**src/rtl/if_fetch_if.sv**
```systemverilog
// Instruction-memory request/ack bus between the fetch stage (master) and imem (slave).
interface if_fetch_if;
  logic        mem_req_o;
  logic [31:0] mem_addr_o;
  logic        mem_ack_i;
  logic [31:0] mem_data_i;

  modport master (output mem_req_o, mem_addr_o, input mem_ack_i, mem_data_i);
  modport slave  (input mem_req_o, mem_addr_o, output mem_ack_i, mem_data_i);
endinterface

```
**src/rtl/if_fetch.sv**
```systemverilog
// RV32I fetch stage + IF/ID register: single-outstanding imem requests, small fetch queue.
// `IF_PREFETCH_EN selects a 2-entry queue (fetch ahead of decode); default is 1 entry.
module if_fetch #(
  parameter logic [31:0] RESET_PC = 32'h0000_0000
) (
  input  logic              clk,
  input  logic              rst,
  input  logic              stall_i,
  input  logic              branch_flag_i,
  input  logic [31:0]       branch_target_address_i,
  input  logic              next_inst_in_delayslot_i,
  if_fetch_if.master        mem,
  output logic [31:0]       pc_o,
  output logic [31:0]       inst_o,
  output logic              is_in_delayslot_o,
  output logic              bubble_o
);

  localparam logic [31:0] NOP = 32'h0000_0013;
`ifdef IF_PREFETCH_EN
  localparam int DEPTH = 2;
`else
  localparam int DEPTH = 1;
`endif
  localparam int CW = $clog2(DEPTH + 1);
  localparam logic [CW-1:0] FULL = CW'(DEPTH);

  logic [31:0]             fetch_pc_q, fetch_pc_d;
  logic [31:0]             req_addr_q, req_addr_d;
  logic                    inflight_q, inflight_d;
  logic                    drop_q, drop_d;
  logic [CW-1:0]           count_q, count_d;
  logic [DEPTH-1:0][63:0]  q_q, q_d;  // {pc, inst}, head at index 0
  logic [31:0]             pc_q, pc_d, inst_q, inst_d;
  logic                    dly_q, dly_d, bubble_q, bubble_d;

  logic                    req, ack, redirect, push, pop;
  logic [31:0]             cur_addr;
  logic [CW-1:0]           slot;

  always_comb begin
    // An accepted request holds its original address even if a redirect moves fetch_pc.
    req      = inflight_q | (!rst & !drop_q & (count_q < FULL));
    cur_addr = inflight_q ? req_addr_q : fetch_pc_q;
    ack      = req & mem.mem_ack_i;
    redirect = branch_flag_i & !stall_i;
    push     = ack & !drop_q & !redirect;
    pop      = !stall_i & !redirect & (count_q != '0);

    inflight_d = req & !ack;
    req_addr_d = cur_addr;
    drop_d     = redirect ? (req & !ack) : (drop_q & !ack);

    fetch_pc_d = fetch_pc_q;
    if (redirect)  fetch_pc_d = branch_target_address_i & ~32'h3;
    else if (push) fetch_pc_d = fetch_pc_q + 32'd4;

    q_d     = q_q;
    count_d = count_q;
    slot    = count_q;
    if (redirect) begin
      count_d = '0;
    end else begin
      if (pop) begin
        q_d  = q_q >> 64;
        slot = count_q - 1'b1;
      end
      if (push)
        for (int i = 0; i < DEPTH; i++)
          if (CW'(i) == slot) q_d[i] = {cur_addr, mem.mem_data_i};
      count_d = count_q + CW'(push) - CW'(pop);
    end

    pc_d     = pc_q;
    inst_d   = inst_q;
    dly_d    = dly_q;
    bubble_d = bubble_q;
    if (!stall_i) begin
      if (redirect) begin
        pc_d     = '0;
        inst_d   = NOP;
        dly_d    = next_inst_in_delayslot_i;
        bubble_d = 1'b0;
      end else if (count_q != '0) begin
        pc_d     = q_q[0][63:32];
        inst_d   = q_q[0][31:0];
        dly_d    = 1'b0;
        bubble_d = 1'b0;
      end else begin
        pc_d     = '0;
        inst_d   = NOP;
        dly_d    = 1'b0;
        bubble_d = 1'b1;
      end
    end
  end

  always_ff @(posedge clk or posedge rst) begin
    if (rst) begin
      fetch_pc_q <= RESET_PC;
      req_addr_q <= RESET_PC;
      inflight_q <= 1'b0;
      drop_q     <= 1'b0;
      count_q    <= '0;
      q_q        <= '0;
      pc_q       <= '0;
      inst_q     <= '0;
      dly_q      <= 1'b0;
      bubble_q   <= 1'b0;
    end else begin
      fetch_pc_q <= fetch_pc_d;
      req_addr_q <= req_addr_d;
      inflight_q <= inflight_d;
      drop_q     <= drop_d;
      count_q    <= count_d;
      q_q        <= q_d;
      pc_q       <= pc_d;
      inst_q     <= inst_d;
      dly_q      <= dly_d;
      bubble_q   <= bubble_d;
    end
  end

  assign mem.mem_req_o     = req;
  assign mem.mem_addr_o    = cur_addr;
  assign pc_o              = pc_q;
  assign inst_o            = inst_q;
  assign is_in_delayslot_o = dly_q;
  assign bubble_o          = bubble_q;

endmodule

```
**src/flat_wrapper.sv**
```systemverilog
// flat-port wrapper written by rule: the top's interface ports become plain ports
module if_fetch_flat 
#(
  parameter logic [31:0] RESET_PC = 32'h0000_0000
)
  (clk, rst, stall_i, branch_flag_i, branch_target_address_i, next_inst_in_delayslot_i, pc_o, inst_o, is_in_delayslot_o, bubble_o, mem_mem_req_o, mem_mem_addr_o, mem_mem_ack_i, mem_mem_data_i);
  if_fetch_if mem_i ();
  input  logic clk;
  input  logic rst;
  input  logic stall_i;
  input  logic branch_flag_i;
  input  logic [31:0] branch_target_address_i;
  input  logic next_inst_in_delayslot_i;
  output logic [31:0] pc_o;
  output logic [31:0] inst_o;
  output logic is_in_delayslot_o;
  output logic bubble_o;
  output wire logic [$bits(mem_i.mem_req_o)-1:0] mem_mem_req_o;
  output wire logic [$bits(mem_i.mem_addr_o)-1:0] mem_mem_addr_o;
  input wire logic [$bits(mem_i.mem_ack_i)-1:0] mem_mem_ack_i;
  input wire logic [$bits(mem_i.mem_data_i)-1:0] mem_mem_data_i;
  assign mem_mem_req_o = mem_i.mem_req_o;
  assign mem_mem_addr_o = mem_i.mem_addr_o;
  assign mem_i.mem_ack_i = mem_mem_ack_i;
  assign mem_i.mem_data_i = mem_mem_data_i;
  if_fetch #(.RESET_PC(RESET_PC)) u_core (.clk(clk), .rst(rst), .stall_i(stall_i), .branch_flag_i(branch_flag_i), .branch_target_address_i(branch_target_address_i), .next_inst_in_delayslot_i(next_inst_in_delayslot_i), .mem(mem_i), .pc_o(pc_o), .inst_o(inst_o), .is_in_delayslot_o(is_in_delayslot_o), .bubble_o(bubble_o));
endmodule
```
**config.mk**
```make
export PLATFORM = sky130hd
export DESIGN_NAME = if_fetch_flat
export DESIGN_NICKNAME = d
export VERILOG_FILES = /design/src/rtl/if_fetch_if.sv /design/src/rtl/if_fetch.sv /design/src/flat_wrapper.sv
export SDC_FILE = /design/constraint.sdc
export NUM_CORES = 1
export LEC_CHECK = 0
export BUFFER_PORTS_ARGS = -buffer_cell sky130_fd_sc_hd__buf_2
export CAP_MARGIN = 20
export CORE_MARGIN = 1
export CORE_UTILIZATION = 58
export DETAILED_ROUTE_END_ITERATION = 12
export GPL_ROUTABILITY_DRIVEN = 0
export PLACE_DENSITY = 0.84
export SLEW_MARGIN = 10
export SYNTH_ARGS = -nofsm -noshare
export SYNTH_HDL_FRONTEND = slang
export SYNTH_SLANG_ARGS = --single-unit
export TNS_END_PERCENT = 10
```
**constraint.sdc**
```tcl
create_clock -name clk -period 8.8 [get_ports clk]
set_input_delay 0.88 -clock clk [delete_from_list [all_inputs] [get_ports clk]]
set_output_delay 0.88 -clock clk [all_outputs]
set_load 0.02 [all_outputs]
```
==> impl_metrics.tcl, run 1 <==
set metrics [dict create \
    worst-r2r-setup-slack_ns 6.49 \
    grt_setup_unrepaired "no" \
    tritoncts_num_sinks 195 \
    cts_tree "built" \
    p_clk_share_pct 29.3 \
    global_route.usage.total_pct 28.1 \
    post_dp_cell_area_um2 8760 \
    synthXorXnorAreaFrac_pct 3.35 \
    path_class "in2reg" \
    initial_cell_density_of_the_core_pct 59.2 \
    yosys.area_share.adder_pct 0.159 \
    filler_cell_count 921 \
    post_cts.resized_instances 0 \
    timing.max_slew.rel_slack_pct 32.5 \
    end_kind "register" \
    row_count 42 \
    final.setup.worst_slack_ns 5.95 \
    worst_ep_arrival_time_ns 3.15 \
    detail_route.wl_per_cell_um 18.5 \
    power_per_cell_area_nw_per_um2 282 \
    avgViaCountPerCell 5.86 \
    synthDistinctLibCells 40 \
    drive_above_1_share_pct 29.4 \
    grt_max_degree 108 \
    number_of_global_route_vias_before_repair 5903 \
    crit_path_max_fanout 72 \
    finalCritPeriodShare_pct 32.4 \
    critical-path-max-stage-delay_ns 0.61 \
    syn-instance-count 680 \
    sw_frac_of_total_pct 31.5 \
    placed_instance_count 981 \
    synth_seq_cells 195 \
    synth_area_um2 7850 \
    max-cap-violations 0 \
    post-route-cell-area_um2 9410 \
    clk_pin_slew_worst_paths_ns 0.07 \
    drt_iter0_drc 673 \
    worst_path_max_delay_cell "buf_4" \
    synth_top_area_cell "dfrtp_1" \
    multiInputGateArea_um2 2730 \
    postRouteWirelength_mm 18.8 \
    dieHeight_um 118 \
    cts_buffers 17 \
    synth_edf_count 0 \
    final_layout_setup_total_negative_slack_ns 0 \
    dr_total_vias 5946 \
    ys.flop_type "dfrtp_1" \
    clock-skew-final_ns 0.0136 \
    floorplan.core_area_um2 13200 \
    timing.final.max_slew_violations 0 \
    cts_post_setup_buffers_inserted 0 \
    die_area_um2 14000 \
    cp.required_ns 9.10 \
    insertedDiodeCount 0 \
    cts_hold_buf 0 \
    ios 169 \
    fin_util_pct 71.1 \
    synth_simple_gate_area_share_pct 15.2 \
    htreeDepth 4 \
    result_of_the_run "complete, no violations" \
    final_cell_count_without_fillers 1015 \
    drc_markers 0 \
    place_ws_ns 5.05 \
    yosys_warnings 0 \
    detailedPlacementHpwl_mm 11.9 \
    wire_length_of_the_first_global_routing_pass_mm 30.6 \
    setup_violations 0 \
    finalWorstPathRequiredPeriod_ns 2.85 \
    synth.area.mux_share_pct 4.00 \
    first_pass_iters 5 \
    timing.hold.worst.class "reg2reg" \
    antenna_found_initial 0 \
    die_w_um 118 \
    combinational_family_with_the_most_area_after_synthesis "simple AND/OR/NAND/NOR gates" \
    fin_worst_hold_slack_ns 0.477 \
    sequential_to_total_area_share_from_yosys_stat_pct 62.2 \
    switchingPower_uw 837 \
    worst_slew_pin_slew_ns 1.01 \
    clock-root-buffer "clkbuf_16" \
    finish.net_count 897 \
    commonest_non_fill_non_tap_cell_in_the_layout "dfrtp_1" \
    worst_skew_pair_latency_ns 0.43 \
    cts.path.max_buffers 2 \
    postSynthNetCount 751 \
    post_synthesis_async_set_or_reset_flop_share_pct 100 \
    cp_cell_sequence "buf_2 -> buf_4 -> nor2b_4 -> a21oi_1 -> nand2_1 -> buf_4 -> nand3_1 -> nand2_1" \
    vdd.ir_drop.worst_mv 0.157 \
    area_fraction_in_compound_gates_after_synthesis_pct 11.9 \
    detail-route-antenna-nets 0 \
    pwr-share-seq_pct 47.8 \
    buffer_ports.inserted 166 \
    intPower_mw 1.82 \
    total_power_mw 2.65 \
    pwr-share-comb_pct 22.9 \
    layout_common_cells "dfrtp_1, buf_2, nand2_1, a22o_1, nand3_1" \
    final_hold_viols 0 \
    layout-area-overhead-vs-synth_pct 20.0 \
    ff_latch_area_um2 4880 \
    grt_overflow 0 \
    max_freq_mhz 351 \
    avgSynthCellArea_um2 11.5 \
    yosysTopAreaCellShare_pct 62.2 \
    ys_top_cells_by_area "dfrtp_1, a22o_1, nand2_1" \
    leakage_nw 4.74 \
    startpoint_type "input port" \
]
==> worst max-delay path: cells and delay by family <==
kind	cells	cell delay (ns)
buf+inv	3	1.08
simple gates	4	0.83
compound gates	1	0.27
==> sequential cells by signal, summed over array words and instances, names as in the netlist <==
| signal | flops |
|---|---|
| u_core.req_addr_q | 32 |
| u_core.pc_o | 32 |
| u_core.fetch_pc_q | 30 |
| u_core.drop_q | 1 |
| u_core.bubble_o | 1 |
| u_core.q_q | 64 |
| u_core.inst_o | 32 |
| u_core.is_in_delayslot_o | 1 |
| u_core.count_q | 1 |
| u_core.inflight_q | 1 |
==> cell type report <==
class,instances,share of cell area [%]
Multi-Input combinational cell,431,29.0
Sequential cell,195,51.8
Tap cell,176,2.34
Timing Repair Buffer,174,10.1
Clock inverter,7,1.02
Clock buffer,25,5.37
Inverter,7,0.359
==> layer usage <==
metal  vias to the layer above  global-route usage (%)  routed length (um)
li1                       2672                       -                   -
met2                       284                    42.7                8930
met1                      2947                    39.5                8160
met3                        43                    6.81                1240
met5                         -                       0                   0
met4                         0                    10.9                 420
==> cell families (layout without fill, tap and decap cells) <==
logic type / Yosys count / count (layout)
fa+ha+maj: 1 / 1
flops: 195 / 195
buf+inv: 54 / 213
mux: 28 / 28
compound gates: 122 / 122
xor+xnor: 30 / 30
simple gates: 250 / 250
==> cells in the mapped netlist (2+ instances only) <==
cell	count
dfrtp_1	195
nand2_1	137
a22o_1	81
nand3_1	55
clkbuf_1	27
mux2_2	27
xnor2_1	26
o21ai_0	23
nor2_1	13
buf_2	12
a21oi_1	7
inv_1	7
nand4_1	7
o21ai_1	7
buf_4	6
nor3_1	6
nor4_1	6
and2_1	5
nor2b_1	4
xor2_1	4
and4_1	3
and3_1	2
nor4_2	2
nor4_4	2
==> path summary, 6_finish.rpt <==
kind,start,to,cells after the start
setup / recovery,stall_i,u_core.q_q[24],8
hold / removal,u_core.bubble_o,u_core.bubble_o,2
setup reg to reg,u_core.count_q,u_core.q_q[24],6
hold reg to reg,u_core.bubble_o,u_core.bubble_o,2
max in group asynchronous,rst,u_core.req_addr_q[7],4
min in group asynchronous,rst,u_core.drop_q,2
==> power by group through the flow <==
stage	sequential (mW)	clock, mW	combinational [mW]
6_report	1.27	0.778	0.609
5_1_grt	1.29	0.830	0.668
4_1_cts	1.26	0.786	0.608
3_5_place_dp	1.28	0	0.599
3_3_place_gp	1.26	0	0.572
2_1_floorplan	1.27	0	0.404
(Power assumes the default switching activity.)
==> inputs of run 2 (changes only) <==
- CORE_UTILIZATION: 58 -> 49
- PLACE_DENSITY: 0.84 -> 0.76
- clock period: 8.8 -> 2.6 ns (I/O delays scaled with it)
==> run 2 against run 1 <==
  * Routed wire length is 4.7% lower
  * Final area is 0.80% higher
  * Critical path depth stayed put
  * Clock skew is 0.0065 ns lower
  * Sequential power grew to 3.4 times the previous value
  * Count of clock-buffer cells in the layout is 7 lower
  * Largest cell class unchanged
  * Largest power group unchanged
==> impl_metrics.tcl, run 2 (synthesis gave the netlist of run 1 again) <==
set metrics [dict create \
    final_hold_viols 0 \
    row_count 45 \
    clock-skew-final_ns 0.00709 \
    result_of_the_run "complete, no violations" \
    timing.max_slew.rel_slack_pct 35.2 \
    cp.required_ns 2.91 \
    layout_common_cells "dfrtp_1, buf_2, nand2_1, a22o_1, nand3_1" \
    worst_skew_pair_latency_ns 0.43 \
    place_ws_ns 0.477 \
    largest_register_ff_count 64 \
    pwr-share-comb_pct 22.9 \
    intPower_mw 6.07 \
    multiInputGateArea_um2 2730 \
    grt_setup_unrepaired "no" \
    grt_max_degree 99 \
    tritoncts_num_sinks 195 \
    worst_ep_arrival_time_ns 2.50 \
    number_of_global_route_vias_before_repair 5404 \
    finalCritPeriodShare_pct 84.1 \
    critical-path-max-stage-delay_ns 0.52 \
    largest-register "u_core.q_q" \
    commonest_non_fill_non_tap_cell_in_the_layout "dfrtp_1" \
    dieHeight_um 129 \
    ios 169 \
    finish.net_count 902 \
    worst_path_max_delay_cell "dlygate4sd3_1" \
    max-cap-violations 0 \
    ff_latch_area_um2 4880 \
    floorplan.core_area_um2 15400 \
    final.setup.worst_slack_ns 0.412 \
    cts.path.max_buffers 2 \
    drt_iter0_drc 435 \
    cts_buffers 17 \
    die_w_um 129 \
    total_power_mw 8.91 \
    p_clk_share_pct 29.3 \
    crit_path_max_fanout 24 \
    clk_pin_slew_worst_paths_ns 0.07 \
    clock-root-buffer "clkbuf_16" \
    timing.hold.worst.class "in2reg" \
    cp_cell_sequence "dlygate4sd3_1 -> buf_2 -> nor2b_1 -> and2_1 -> nand2_2 -> buf_12 -> nand3_1 -> nand2_1" \
    avgViaCountPerCell 5.35 \
    finalWorstPathRequiredPeriod_ns 2.19 \
    power_per_cell_area_nw_per_um2 939 \
    pwr-share-seq_pct 47.9 \
    grt_overflow 0 \
    buffer_ports.inserted 166 \
    htreeDepth 4 \
    path_class "in2reg" \
    die_area_um2 16500 \
    dr_total_vias 5649 \
    leakage_nw 4.76 \
    end_kind "register" \
    initial_cell_density_of_the_core_pct 50.9 \
    detailedPlacementHpwl_mm 11.6 \
    first_pass_iters 4 \
    switchingPower_mw 2.84 \
    detail_route.wl_per_cell_um 16.9 \
    layout-area-overhead-vs-synth_pct 21.0 \
    max_freq_mhz 457 \
    cts_tree "built" \
    filler_cell_count 1292 \
    timing.final.max_slew_violations 0 \
    insertedDiodeCount 0 \
    drc_markers 0 \
    vdd.ir_drop.worst_mv 0.481 \
    detail-route-antenna-nets 0 \
    wire_length_of_the_first_global_routing_pass_mm 28.6 \
    postRouteWirelength_mm 17.9 \
    sw_frac_of_total_pct 31.9 \
    global_route.usage.total_pct 22.7 \
    startpoint_type "input port" \
    antenna_found_initial 1 \
    worst_slew_pin_slew_ns 0.972 \
    drive_above_1_share_pct 30.2 \
    setup_violations 0 \
]
run 2: changes by cell type in the layout (fill, tap and decap cells not counted), sizes merged:
cell         before  now
inv               7   11
buf             174  178
clkinvlp          3    4
clkinv            2    4
clkbuf           25   18
dlygate4sd3       0    1
run 2: power by group through the flow:
stage	logic [mW]	clock network (mW)	registers (mW)
6_report	2.04	2.61	4.26
5_1_grt	2.24	2.79	4.34
4_1_cts	2.07	2.65	4.25
3_5_place_dp	2.05	0	4.30
3_3_place_gp	2.01	0	4.27
2_1_floorplan	1.37	0	4.30
run 2: per-layer routing:
metal	GRT usage [%]	part of all wire (%)
met1	32.4	48
met2	34.9	46
met3	4.91	4.9
met4	7.06	1.6
met5	0	0.10
run 2: layout make-up:
class	count	share of cell area [%]
Clock buffer	18	4.63
Sequential cell	195	51.4
Tap cell	211	2.78
Multi-Input combinational cell	431	28.8
Inverter	7	0.316
Timing Repair Buffer	179	10.5
Clock inverter	14	1.58
run 2: path summary, 6_finish.rpt:
check                                startpoint                    end  slack (ns)  cells past startpoint
setup / recovery                  mem_mem_ack_i         u_core.q_q[42]        0.41                      8
hold / removal                mem_mem_data_i[2]          u_core.q_q[2]        0.02                      3
setup reg to reg           u_core.fetch_pc_q[2]  u_core.fetch_pc_q[26]        0.42                      6
hold reg to reg                 u_core.bubble_o        u_core.bubble_o        0.48                      2
max in group asynchronous                   rst        u_core.pc_o[23]        2.14                      3
min in group asynchronous                   rst         u_core.q_q[46]        0.06                      3
run 2: critical path: cells and delay by family:
kind                   cells  cell delay, ns
buffers and inverters      3            0.96
AND/OR/NAND/NOR            5            1.27
run 2: what timing repair did:
action | in CTS | in global routing
buffers inserted | 0 | 0
hold buffers | 1 | 0
gates resized for setup | 0 | 0
endpoints found under the hold margin | 1 | 0
run 2: per-stage QoR:
stage,cell area (um^2),hold WS [ns],cells,TNS (ns),util (%)
detailed placement,8890,0.461,1022,0,57.6
global route,9490,0.0127,1055,0,61.5
global placement,8890,0.451,1022,0,57.6
floorplan,7850,0.326,680,-34.79,-
finish,9490,0.0242,1055,0,61.5
CTS,9490,0.00713,1055,0,61.5
